$ cat config.mk
export PLATFORM = sky130hd
export DESIGN_NAME = echo_delay_ctrl
export DESIGN_NICKNAME = d
export VERILOG_FILES = /design/src/rtl/echo_pkg.sv /design/src/rtl/echo_mix.sv /design/src/rtl/echo_delay_ctrl.sv
export SDC_FILE = /design/constraint.sdc
export NUM_CORES = 1
export LEC_CHECK = 0
export ABC_AREA = 1
export ABC_CLOCK_PERIOD_IN_PS = 7580
export CAP_MARGIN = 30
export CORE_MARGIN = 2
export CORE_UTILIZATION = 60
export DETAILED_ROUTE_END_ITERATION = 10
export PLACE_DENSITY = 0.81
export REMOVE_ABC_BUFFERS = 1
export SYNTH_ARGS = -nofsm -noshare
export SYNTH_HDL_FRONTEND = slang
export SYNTH_HIERARCHICAL = 1
export SYNTH_SLANG_ARGS = --single-unit
$ cat constraint.sdc
create_clock -name clk -period 7.58 [get_ports clk]
set_clock_uncertainty 0.15 [all_clocks]
set_input_delay 0.758 -clock clk [delete_from_list [all_inputs] [get_ports clk]]
set_output_delay 0.758 -clock clk [all_outputs]
set_load 0.005 [all_outputs]
$ cat src/rtl/echo_pkg.sv
// Shared types and helpers for the echo delay-line controller: state encoding,
// sample/gain widths and the saturating adder used by the wet/dry mixer.
package echo_pkg;

   localparam int SAMPLE_W = 16;
   localparam int GAIN_W   = 8;

   typedef enum logic [2:0] {
      st_clear = 3'd0,
      st_idle  = 3'd1,
      st_read  = 3'd2,
      st_capt  = 3'd3,
      st_write = 3'd4
   } state_t;

   // Two's-complement add with clamp to the representable sample range.
   function automatic logic [SAMPLE_W-1:0] sat_add(input logic [SAMPLE_W-1:0] a,
                                                   input logic [SAMPLE_W-1:0] b);
      logic [SAMPLE_W:0] sum;
      sum = {a[SAMPLE_W-1], a} + {b[SAMPLE_W-1], b};
      if (sum[SAMPLE_W] != sum[SAMPLE_W-1]) begin
         return sum[SAMPLE_W] ? {1'b1, {(SAMPLE_W-1){1'b0}}} : {1'b0, {(SAMPLE_W-1){1'b1}}};
      end
      return sum[SAMPLE_W-1:0];
   endfunction

endpackage

$ cat src/rtl/echo_mix.sv
// Combinational mixer: sat(dry + floor(wet * gain / 2^GAIN_W)), signed samples, unsigned gain.
module echo_mix
   import echo_pkg::*;
(
   input  logic [SAMPLE_W-1:0] dry,
   input  logic [SAMPLE_W-1:0] wet,
   input  logic [GAIN_W-1:0]   gain,
   output logic [SAMPLE_W-1:0] mix
);

   localparam int PROD_W = SAMPLE_W + GAIN_W + 1;

   logic signed [PROD_W-1:0] wet_x;
   logic signed [PROD_W-1:0] gain_x;
   logic signed [PROD_W-1:0] prod;
   logic [SAMPLE_W-1:0]      scaled;

   assign wet_x  = {{(GAIN_W + 1){wet[SAMPLE_W-1]}}, wet};
   assign gain_x = {{(SAMPLE_W + 1){1'b0}}, gain};
   assign prod   = wet_x * gain_x;
   // Gain is strictly below 1.0, so the scaled wet always fits a sample word.
   assign scaled = SAMPLE_W'(prod >>> GAIN_W);
   assign mix    = sat_add(dry, scaled);

endmodule

$ cat src/rtl/echo_delay_ctrl.sv
// Circular delay-line sequencer for the 4-bank SPRAM echo buffer; zero-fills the buffer after reset.
// Build option ECHO_FEEDBACK_EN: write back the saturated mix instead of the dry sample.
//
// state    | meaning
// ---------+----------------------------------------------------------
// st_clear | zero-fill one address per cycle after reset
// st_idle  | wait for sample strobe; latch sample/gain, issue read addr
// st_read  | memory fetching delayed sample
// st_capt  | read data valid; compute mix, issue write
// st_write | write in progress; advance pointer, emit output strobe
module echo_delay_ctrl
   import echo_pkg::*;
#(
   parameter int BITSIZE = SAMPLE_W,
   parameter int ADDRLEN = 16
)(
   input  logic               clk,
   input  logic               resetn,
   input  logic [BITSIZE-1:0] sample_in,
   input  logic               sample_in_valid,
   input  logic [ADDRLEN-1:0] delay,
   input  logic [GAIN_W-1:0]  gain,
   output logic [BITSIZE-1:0] sample_out,
   output logic               sample_out_valid,
   output logic               busy,
   output logic               overrun,
   output logic [ADDRLEN-1:0] mem_addr,
   output logic [BITSIZE-1:0] mem_datain,
   output logic               mem_wren,
   input  logic [BITSIZE-1:0] mem_dataout
);

   state_t             state, state_d;
   logic [ADDRLEN-1:0] clr_cnt, clr_cnt_d;
   logic [ADDRLEN-1:0] wr_ptr, wr_ptr_d;
   logic [BITSIZE-1:0] din_r, din_d;
   logic [GAIN_W-1:0]  gain_r, gain_d;
   logic [BITSIZE-1:0] mix_r, mix_d;
   logic [BITSIZE-1:0] mix_w;

   logic [BITSIZE-1:0] sample_out_d;
   logic               sample_out_valid_d;
   logic               busy_d;
   logic               overrun_d;
   logic [ADDRLEN-1:0] mem_addr_d;
   logic [BITSIZE-1:0] mem_datain_d;
   logic               mem_wren_d;

   echo_mix u_mix (
      .dry  (din_r),
      .wet  (mem_dataout),
      .gain (gain_r),
      .mix  (mix_w)
   );

   always_ff @(posedge clk or negedge resetn) begin
      if (!resetn) begin
         state            <= st_clear;
         clr_cnt          <= '0;
         wr_ptr           <= '0;
         din_r            <= '0;
         gain_r           <= '0;
         mix_r            <= '0;
         sample_out       <= '0;
         sample_out_valid <= 1'b0;
         busy             <= 1'b0;
         overrun          <= 1'b0;
         mem_addr         <= '0;
         mem_datain       <= '0;
         mem_wren         <= 1'b0;
      end else begin
         state            <= state_d;
         clr_cnt          <= clr_cnt_d;
         wr_ptr           <= wr_ptr_d;
         din_r            <= din_d;
         gain_r           <= gain_d;
         mix_r            <= mix_d;
         sample_out       <= sample_out_d;
         sample_out_valid <= sample_out_valid_d;
         busy             <= busy_d;
         overrun          <= overrun_d;
         mem_addr         <= mem_addr_d;
         mem_datain       <= mem_datain_d;
         mem_wren         <= mem_wren_d;
      end
   end

   // Outputs are registered from the decision made in the current state, so
   // each memory command appears on the bus during the cycle that follows.
   always_comb begin
      state_d            = state;
      clr_cnt_d          = clr_cnt;
      wr_ptr_d           = wr_ptr;
      din_d              = din_r;
      gain_d             = gain_r;
      mix_d              = mix_r;
      sample_out_d       = sample_out;
      sample_out_valid_d = 1'b0;
      busy_d             = 1'b1;
      overrun_d          = 1'b0;
      mem_addr_d         = mem_addr;
      mem_datain_d       = mem_datain;
      mem_wren_d         = 1'b0;

      unique case (state)
         st_clear: begin
            overrun_d    = sample_in_valid;
            mem_addr_d   = clr_cnt;
            mem_datain_d = '0;
            mem_wren_d   = 1'b1;
            clr_cnt_d    = clr_cnt + ADDRLEN'(1);
            if (clr_cnt == '1) begin
               state_d = st_idle;
            end
         end
         st_idle: begin
            busy_d = 1'b0;
            if (sample_in_valid) begin
               din_d      = sample_in;
               gain_d     = gain;
               mem_addr_d = wr_ptr - delay;
               busy_d     = 1'b1;
               state_d    = st_read;
            end
         end
         st_read: begin
            overrun_d = sample_in_valid;
            state_d   = st_capt;
         end
         st_capt: begin
            overrun_d  = sample_in_valid;
            mix_d      = mix_w;
            mem_addr_d = wr_ptr;
            mem_wren_d = 1'b1;
`ifdef ECHO_FEEDBACK_EN
            mem_datain_d = mix_w;
`else
            mem_datain_d = din_r;
`endif
            state_d = st_write;
         end
         st_write: begin
            overrun_d          = sample_in_valid;
            wr_ptr_d           = wr_ptr + ADDRLEN'(1);
            sample_out_d       = mix_r;
            sample_out_valid_d = 1'b1;
            busy_d             = 1'b0;
            state_d            = st_idle;
         end
         default: begin
            state_d = st_clear;
         end
      endcase
   end

endmodule

Yosys cells after proc, flatten, opt, wreduce, memory -nomap -nowiden
Cells that the tools add are included.
{"block": "word_totals", "regBits": 127, "elab_cells": 49, "inputBits": 59}
{"block": "op_classes", "reduce_logical": 8, "muxes": 15, "n_mul": 1, "eq_ne": 8, "add_sub_neg": 4}
{"cell": "2-to-1 mux 16 bit", "count": 4}
{"cell": "case mux 16 bit (3 select lines)", "count": 1}
{"cell": "adder 16 x 1 -> 16 bit (second input constant)", "count": 2}
{"cell": "case mux 16 bit (2 select lines)", "count": 1}
{"cell": "multiplier 16 x 9 -> 24 bit", "count": 1}
{"cell": "adder 16 x 16 -> 17 bit", "count": 1}
{"cell": "== test 16 bit (second input constant)", "count": 1}
{"cell": "subtractor 16 bit", "count": 1}
{"cell": "case mux 3 bit (5 select lines)", "count": 1}
{"cell": "== test 3 x 2 -> 1 bit (second input constant)", "count": 2}
{"cell": "2-to-1 mux 3 bit", "count": 2}
{"cell": "AND reduction 2 bit", "count": 3}
{"cell": "2-to-1 mux 1 bit", "count": 5}
{"cell": "!= test 2 bit (second input constant)", "count": 2}
{"cell": "OR reduction 4 bit", "count": 1}
{"cell": "== test 3 x 1 -> 1 bit (second input constant)", "count": 1}
{"cell": "== test 3 bit (second input constant)", "count": 1}
{"cell": "logical NOT 3 bit", "count": 1}
{"cell": "nonzero test 3 bit", "count": 1}
{"cell": "case mux 1 bit (2 select lines)", "count": 1}
{"cell": "nonzero test 2 bit", "count": 1}
{"cell": "OR reduction 2 bit", "count": 1}
{"cell": "!= test 1 bit", "count": 1}

Depth between registers and ports, before layout
Gate-level depths: netlist (run 1).
{"block": "depth", "word_depth": 5, "mapped_depth": 36}

By module
The synthesis (run 1) kept the hierarchy.
{"mod": "echo_delay_ctrl", "seq_area_each_um2": 3178.0, "area_each_um2": 6272.3, "instances": 1, "cells_per_inst": 750}
{"mod": "echo_mix", "seq_area_each_um2": 0.0, "area_each_um2": 5793.1, "instances": 1, "cells_per_inst": 840}

Least setup slack after synthesis (run 1)
OpenSTA, ideal clock, no wires.
{"block": "synth_timing", "path_type": "input -> register", "start": "in mem_dataout[15]", "end": "reg mix_r[4]", "arrival_time_ps": 5860, "setup_slack_ps": 1439, "required_time_ps": 7299, "setup_ps": 131, "cell_stages": 27, "path_cell_list": "clkbuf_1 -> nand2_1 -> fa_1 -> inv_1 -> fa_1 -> fa_1 -> inv_1 -> fa_1 -> inv_1 -> ha_1 -> nand2_1 -> nor4_1 -> nand4_1 -> nand3b_1 -> nand2_1 -> ha_1 -> a21oi_1 -> o21ai_0 -> a21oi_1 -> nand2_2 -> nand2_2 -> nand2_4 -> nor2_4 -> buf_12 -> o21ai_2 -> nand2_1 -> o21ai_0"}
{"block": "synth_via", "elab_chain_cells": 5}
{"item": "start: declaration", "line": "echo_delay_ctrl.sv:30", "rtl": "input logic [BITSIZE-1:0] mem_dataout"}
{"item": "multiplier 16 x 9 -> 24 bit (*)", "line": "echo_mix.sv:20", "rtl": "assign prod = wet_x * gain_x;"}
{"item": "adder 16 x 16 -> 17 bit (*)", "line": "echo_pkg.sv:20", "rtl": "sum = {a[SAMPLE_W-1], a} + {b[SAMPLE_W-1], b};"}
{"item": "2-to-1 mux 16 bit / != test 1 bit (equally long branches)", "line": "echo_pkg.sv:22, echo_pkg.sv:21"}
{"item": "2-to-1 mux 16 bit / 2-to-1 mux 1 bit (equally long branches)", "line": "echo_pkg.sv:21", "rtl": "if (sum[SAMPLE_W] != sum[SAMPLE_W-1]) begin"}
{"item": "2-to-1 mux 16 bit (*)", "line": "echo_pkg.sv:24", "rtl": "return sum[SAMPLE_W-1:0];"}
{"item": "net mix_w[4]", "line": "echo_delay_ctrl.sv:39", "rtl": "logic [BITSIZE-1:0] mix_w;"}
{"item": "end signal: assignment", "line": "echo_delay_ctrl.sv:77", "rtl": "mix_r <= mix_d;"}
{"item": "end: declaration", "line": "echo_delay_ctrl.sv:38", "rtl": "logic [BITSIZE-1:0] mix_r, mix_d;"}
Mark *: on every way through the listed nets, which the timed path passes. The rest lies on a longest branch. The select of a mux whose other input is x is not followed.
A chain may end at the register's enable or synchronous reset.

Worst setup path in the final report (run 1)
{"block": "layout_timing", "start": "in mem_dataout[15]", "end": "reg mix_r[2]"}
The elaborated chain is that of the path after synthesis.

==> impl_metrics.yaml, run 1 <==
critical_path:
  crit_type: "input port to register"
  r2r-end: "mix_r[2]"
  required_ps: 7730
  crit_start: "mem_dataout[15]"
  timing.rr.start: "gain_r[0]"
  critical_path.startpoint_type: "input port"
  crit_path_max_fanout: 12
  worstPathArrival_ps: 7140
  worst-r2r-cell-count: 27
  worstSetupEndpointType: "register"
  cp-endpoint: "mix_r[2]"
  r2r_slack_ps: 720
final_layout:
  drive_above_1_share_pct: 5.88
  mostFrequentLayoutCells: "nand2_1, inv_1, dfrtp_1"
  layout.nets: 1912
  num_antenna_cells: 0
  area_growth_pct: 15.0
  layout_commonest_cell: "nand2_1"
  fillCellCount: 1559
outcome:
  status: "complete, no violations"
sta:
  setup_viol: 0
  fin_crit_ps: 6990
  tightestPinTransition_ps: 946
  slew_viol_final: 0
  max-slew-margin-rel_pct: 36.8
  fin_crit_sh_pct: 92.3
  finalSetupTns_ps: 0
  fmax_mhz: 143
  finalHoldViolCount: 0
  rsz0062_at_grt: "no"
clock_network:
  cts_buffers: 17
  cts_buffer_depth: 2
  clk_latency_ps: 420
  cts_tree: "done"
  cts_setup_buffers: 0
  cts_resized: 0
  htree_levels: 4
  clkTransAtPathRegs_ps: 60
  hold_buffers: 0
  root_buffer: "clkbuf_16"
  cts.sinks: 127
synth:
  synthArstFlopShare_pct: 100
  syn-cell-area_um2: 12100
  yosysWarnings: 6
  ys.flop_type: "dfrtp_1"
  synth_edf_count: 0
  ys_ff_latch: 127
  syn_avg_cell_area_um2: 7.59
  ys_types: 51
  synth_seq_area_share_pct: 26.3
  syn_inst: 1590
floorplan:
  core_um2: 19600
  rows: 51
  die_y_um: 146
  num_io_pins: 111
  die_x_um: 146
  die_area_um2: 21300
  start_util_pct: 61.6
placement:
  place_congestion: 0.953
  numPortBuffers: 110
  dp_hpwl_um: 22900
grt:
  grt_pass1_vias: 10400
  grt_pass1_wl_um: 49300
  antenna_found_initial: 0
  track_usage_pct: 28.6
  grt_max_degree: 72
  overflow: 0
route:
  wl_per_cell_um: 15.0
  via_per_inst: 5.24
  num_vias: 10200
  drtIter0Drc: 627
  drc: 0
  routed_wl_um: 29200
  postRouteAntennaNets: 0
  drtPass1Iterations: 7
job:
  drv_cap: 0
worst_hold_path:
  hp-class: "input port to asynchronous set/reset pin"
-- flip-flops by register name (all words and copies together) (netlist names) --
signal and cells:
mem_addr 16, mem_wren 1, busy 1, sample_out 16
din_r 16, gain_r 8, mem_datain 16, clr_cnt 16
wr_ptr 16, sample_out_valid 1, overrun 1, state 3
mix_r 16
-- cells by family after synthesis --
kind of cell	count (synthesis)	share of synthesized area (%)
muxes	1	0.0933
xor gates and xnor gates	61	4.43
buffers and inverters	401	13.0
adders and majority gates	180	25.0
AOI/OAI and AO/OA	167	7.94
DFF	127	26.3
and+or+nand+nor	653	23.3
-- worst min path at each step --
stage,from,cells after the start,to,slack [ps]
after detailed placement,clr_cnt[15],2,clr_cnt[15],320
after global placement,clr_cnt[15],2,clr_cnt[15],310
after floorplan,mix_r[10],2,sample_out[10],290
after global routing,resetn,1,mem_addr[7],310
final,resetn,1,mem_addr[15],260
after CTS,resetn,1,clr_cnt[1],280
-- synthesized netlist by cell type, types with 3 or more instances --
| master | count | area share (%) |
|---|---|---|
| nand2_1 | 448 | 14 |
| inv_1 | 346 | 11 |
| dfrtp_1 | 127 | 26 |
| fa_1 | 101 | 17 |
| ha_1 | 79 | 8.2 |
| nor2_1 | 71 | 2.2 |
| o21ai_0 | 67 | 2.8 |
| nand3_1 | 58 | 2.4 |
| a21oi_1 | 53 | 2.2 |
| xor2_1 | 40 | 2.9 |
| clkbuf_1 | 37 | 1.2 |
| xnor2_1 | 21 | 1.5 |
| nand2_2 | 19 | 0.99 |
| nor3_1 | 9 | 0.37 |
| o21ai_2 | 9 | 0.65 |
| a211oi_1 | 7 | 0.44 |
| nor2_4 | 7 | 0.65 |
| or2_2 | 7 | 0.36 |
| inv_2 | 6 | 0.19 |
| o22ai_1 | 6 | 0.31 |
| a21o_1 | 5 | 0.31 |
| nor2_2 | 5 | 0.26 |
| nor4_1 | 5 | 0.26 |
| a31oi_1 | 4 | 0.21 |
| and2_1 | 4 | 0.21 |
| nand2_4 | 4 | 0.37 |
| nand3b_1 | 4 | 0.25 |
| nand4_1 | 4 | 0.21 |
| a41oi_1 | 3 | 0.22 |
| buf_2 | 3 | 0.12 |
| buf_4 | 3 | 0.19 |
| nand3_2 | 3 | 0.25 |
| o21bai_1 | 3 | 0.19 |
-- stage by stage --
step | instances | setup WS [ps] | cell area, µm² | hold slack [ps] | util (%)
final | 1949 | 587 | 13900 | 263 | 70.8
after global routing | 1949 | 79.3 | 13900 | 309 | 70.8
after CTS | 1949 | 654 | 13900 | 281 | 70.8
after detailed placement | 1919 | 265 | 13300 | 320 | 67.8
after global placement | 1918 | 342 | 13300 | 314 | 67.7
after floorplan | 1542 | 1570 | 11800 | 292 | -
-- critical path, cell delays in order --
cell	delay (ps)
clkdlybuf4s50_1	610
nand2_1	190
inv_1	130
fa_1	460
fa_1	530
fa_1	560
inv_1	60
fa_1	530
inv_1	40
ha_1	350
nand2_1	130
nor2_1	170
inv_1	90
nor3_1	220
nand3_1	130
nand3_1	150
xor2_1	250
ha_1	290
a21oi_1	260
o21ai_0	120
a21oi_1	210
nand2_2	100
nand2_2	90
nand2_4	70
nor2_4	330
o21ai_0	140
nand2_1	80
o21ai_0	70
-- routing by layer --
| layer | share of wire, % | track usage [%] | vias to the layer above |
|---|---|---|---|
| li1 | - | - | 4958 |
| met1 | 41 | 34.9 | 4856 |
| met2 | 51 | 50.8 | 324 |
| met3 | 5.6 | 5.36 | 67 |
| met4 | 2.8 | 10.0 | 0 |
| met5 | 0 | 0 | - |
-- layout make-up --
class	instances	area, µm²	share of cell area, %
clock buffer	21	450	3.25
clock inverter	9	135	0.974
inverter	353	1330	9.57
multi-input combinational	1062	7320	52.8
sequential	127	3180	22.9
tap	265	332	2.39
timing repair buffer	112	1130	8.17
Power of run 1 is left out: the tool's default activity adds up to more than one toggle a clock period on the data nets, which glitch-free logic cannot reach.
==> inputs of run 2 (changes only) <==
--- a/config.mk
+++ b/config.mk
@@ -6,12 +6,12 @@
 export NUM_CORES = 1
 export LEC_CHECK = 0
 export ABC_AREA = 1
-export ABC_CLOCK_PERIOD_IN_PS = 7580
+export ABC_CLOCK_PERIOD_IN_PS = 6200
 export CAP_MARGIN = 30
 export CORE_MARGIN = 2
-export CORE_UTILIZATION = 60
+export CORE_UTILIZATION = 54
 export DETAILED_ROUTE_END_ITERATION = 10
-export PLACE_DENSITY = 0.81
+export PLACE_DENSITY_LB_ADDON = 0.12
 export REMOVE_ABC_BUFFERS = 1
 export SYNTH_ARGS = -nofsm -noshare
 export SYNTH_HDL_FRONTEND = slang
==> constraint.sdc (replaced) <==
create_clock -name clk -period 6.2 [get_ports clk]
set_clock_uncertainty 0.15 [all_clocks]
set_input_delay 0.62 -clock clk [delete_from_list [all_inputs] [get_ports clk]]
set_output_delay 0.62 -clock clk [all_outputs]
set_load 0.005 [all_outputs]
==> run 2 against run 1 <==
Against the previous run: register-to-register slack got worse by 510 ps; sequential share of layout area decreased by 2.4 points; cell count up 8.3%; design area increased by 12%; utilization increased by 0.24 points; setup slack lost 420 ps; via count increased by 3.2%.
==> impl_metrics.yaml, run 2 (synthesis results as in run 1) <==
sta:
  holdWs_ps: 4.56
  finalHoldViolCount: 0
  fmax_mhz: 166
  tightestPinTransition_ps: 1010
  fin_crit_sh_pct: 97.3
  fin_crit_ps: 6030
  max-slew-margin-rel_pct: 32.6
  slew_viol_final: 0
  setup_viol: 0
route:
  drtIter0Drc: 499
  postRouteAntennaNets: 0
  via_per_inst: 4.99
  drtPass1Iterations: 5
  wl_per_cell_um: 14.3
  routed_wl_um: 30100
  num_vias: 10500
  drc: 0
critical_path:
  worstPathArrival_ps: 6180
  critical_path.startpoint_type: "input port"
  crit_top_cell: "nand2_1"
  crit_path_max_fanout: 6
  critical_path.max_stage_delay_ps: 570
  crit_type: "input port to register"
  worst_path_max_delay_cell: "clkdlybuf4s50_1"
  required_ps: 6350
  worstSetupEndpointType: "register"
final_layout:
  drive_above_1_share_pct: 18.9
  multi_input_area_um2: 7850
  mostFrequentLayoutCells: "nand2_1, inv_1, buf_4"
  area_growth_pct: 29.0
  seq_area_um2: 3190
  layout.nets: 2056
  layout_commonest_cell: "nand2_1"
  num_antenna_cells: 0
  fillCellCount: 1795
grt:
  grt_max_degree: 74
  overflow: 0
  grt_pass1_vias: 10600
  antenna_found_initial: 0
  grt_pass1_wl_um: 50100
  track_usage_pct: 26.0
worst_hold_path:
  hp-class: "input port to asynchronous set/reset pin"
floorplan:
  num_io_pins: 111
  die_area_um2: 23600
  die_x_um: 153
  start_util_pct: 55.1
  die_y_um: 153
  core_um2: 21900
  rows: 54
clock_network:
  cts.sinks: 127
  cts_buffers: 17
  clkTransAtPathRegs_ps: 70
  cts_tree: "done"
  htree_levels: 4
  clk_latency_ps: 430
  root_buffer: "clkbuf_16"
  cts_buffer_depth: 2
outcome:
  status: "complete, no violations"
placement:
  dp_hpwl_um: 23300
  place_congestion: 0.907
  numPortBuffers: 110
job:
  drv_cap: 0
run 2: worst paths after layout:
check                      slack, ps  depth (start not counted)             end            from
setup / recovery                 170                         32        mix_r[2]  mem_dataout[2]
hold / removal                     5                          1    mem_addr[11]          resetn
setup reg to reg                 210                         29        mix_r[2]       gain_r[5]
hold reg to reg                  330                          2   sample_out[5]   sample_out[5]
max in group asynchronous       4610                          2  mem_datain[10]          resetn
min in group clk                 330                          2   sample_out[5]   sample_out[5]
run 2: worst max-delay path: cells and delay by family:
family,cells,cell delay (ps)
AOI/OAI and AO/OA,4,550
buffers and inverters,6,1060
and+or+nand+nor,15,1510
xor gates and xnor gates,1,230
adders and majority gates,6,2220
run 2: timing repair:
action                                  CTS  global route
pin swaps                                 1            46
endpoints found under the setup margin   16            16
hold buffers                              0             0
gates resized for setup                  21           117
setup buffers                             0            18
gates cloned                              0             1
run 2: cell type report:
type	count	share of cell area, %
multi-input cells	1062	50.5
well taps	280	2.25
repair buffers	256	14.5
clock inverters	15	1.03
clock buffers	17	2.73
inverters	353	8.53
flip-flops and latches	127	20.5
run 2: routing by layer:
layer	GRT usage, %	vias up	routed length, µm
li1	-	5250	-
met1	34.8	5028	13600
met2	45.6	229	14900
met3	3.32	29	1270
met4	5.29	0	355
met5	0	-	0
run 2: metrics by stage:
step | setup slack, ps | TNS (ps) | util (%) | std cells | cell area, µm²
6_report | 168 | 0 | 71.1 | 2110 | 15600
5_1_grt | -100 | -687 | 71.1 | 2110 | 15600
4_1_cts | 4.03 | 0 | 68.0 | 2091 | 14900
3_5_place_dp | -739 | -10810 | 65.2 | 2059 | 14300
3_3_place_gp | -842 | -12580 | 65.1 | 2058 | 14200
2_1_floorplan | 324 | 0 | - | 1542 | 11800
Power of run 2 is left out for the same reason.
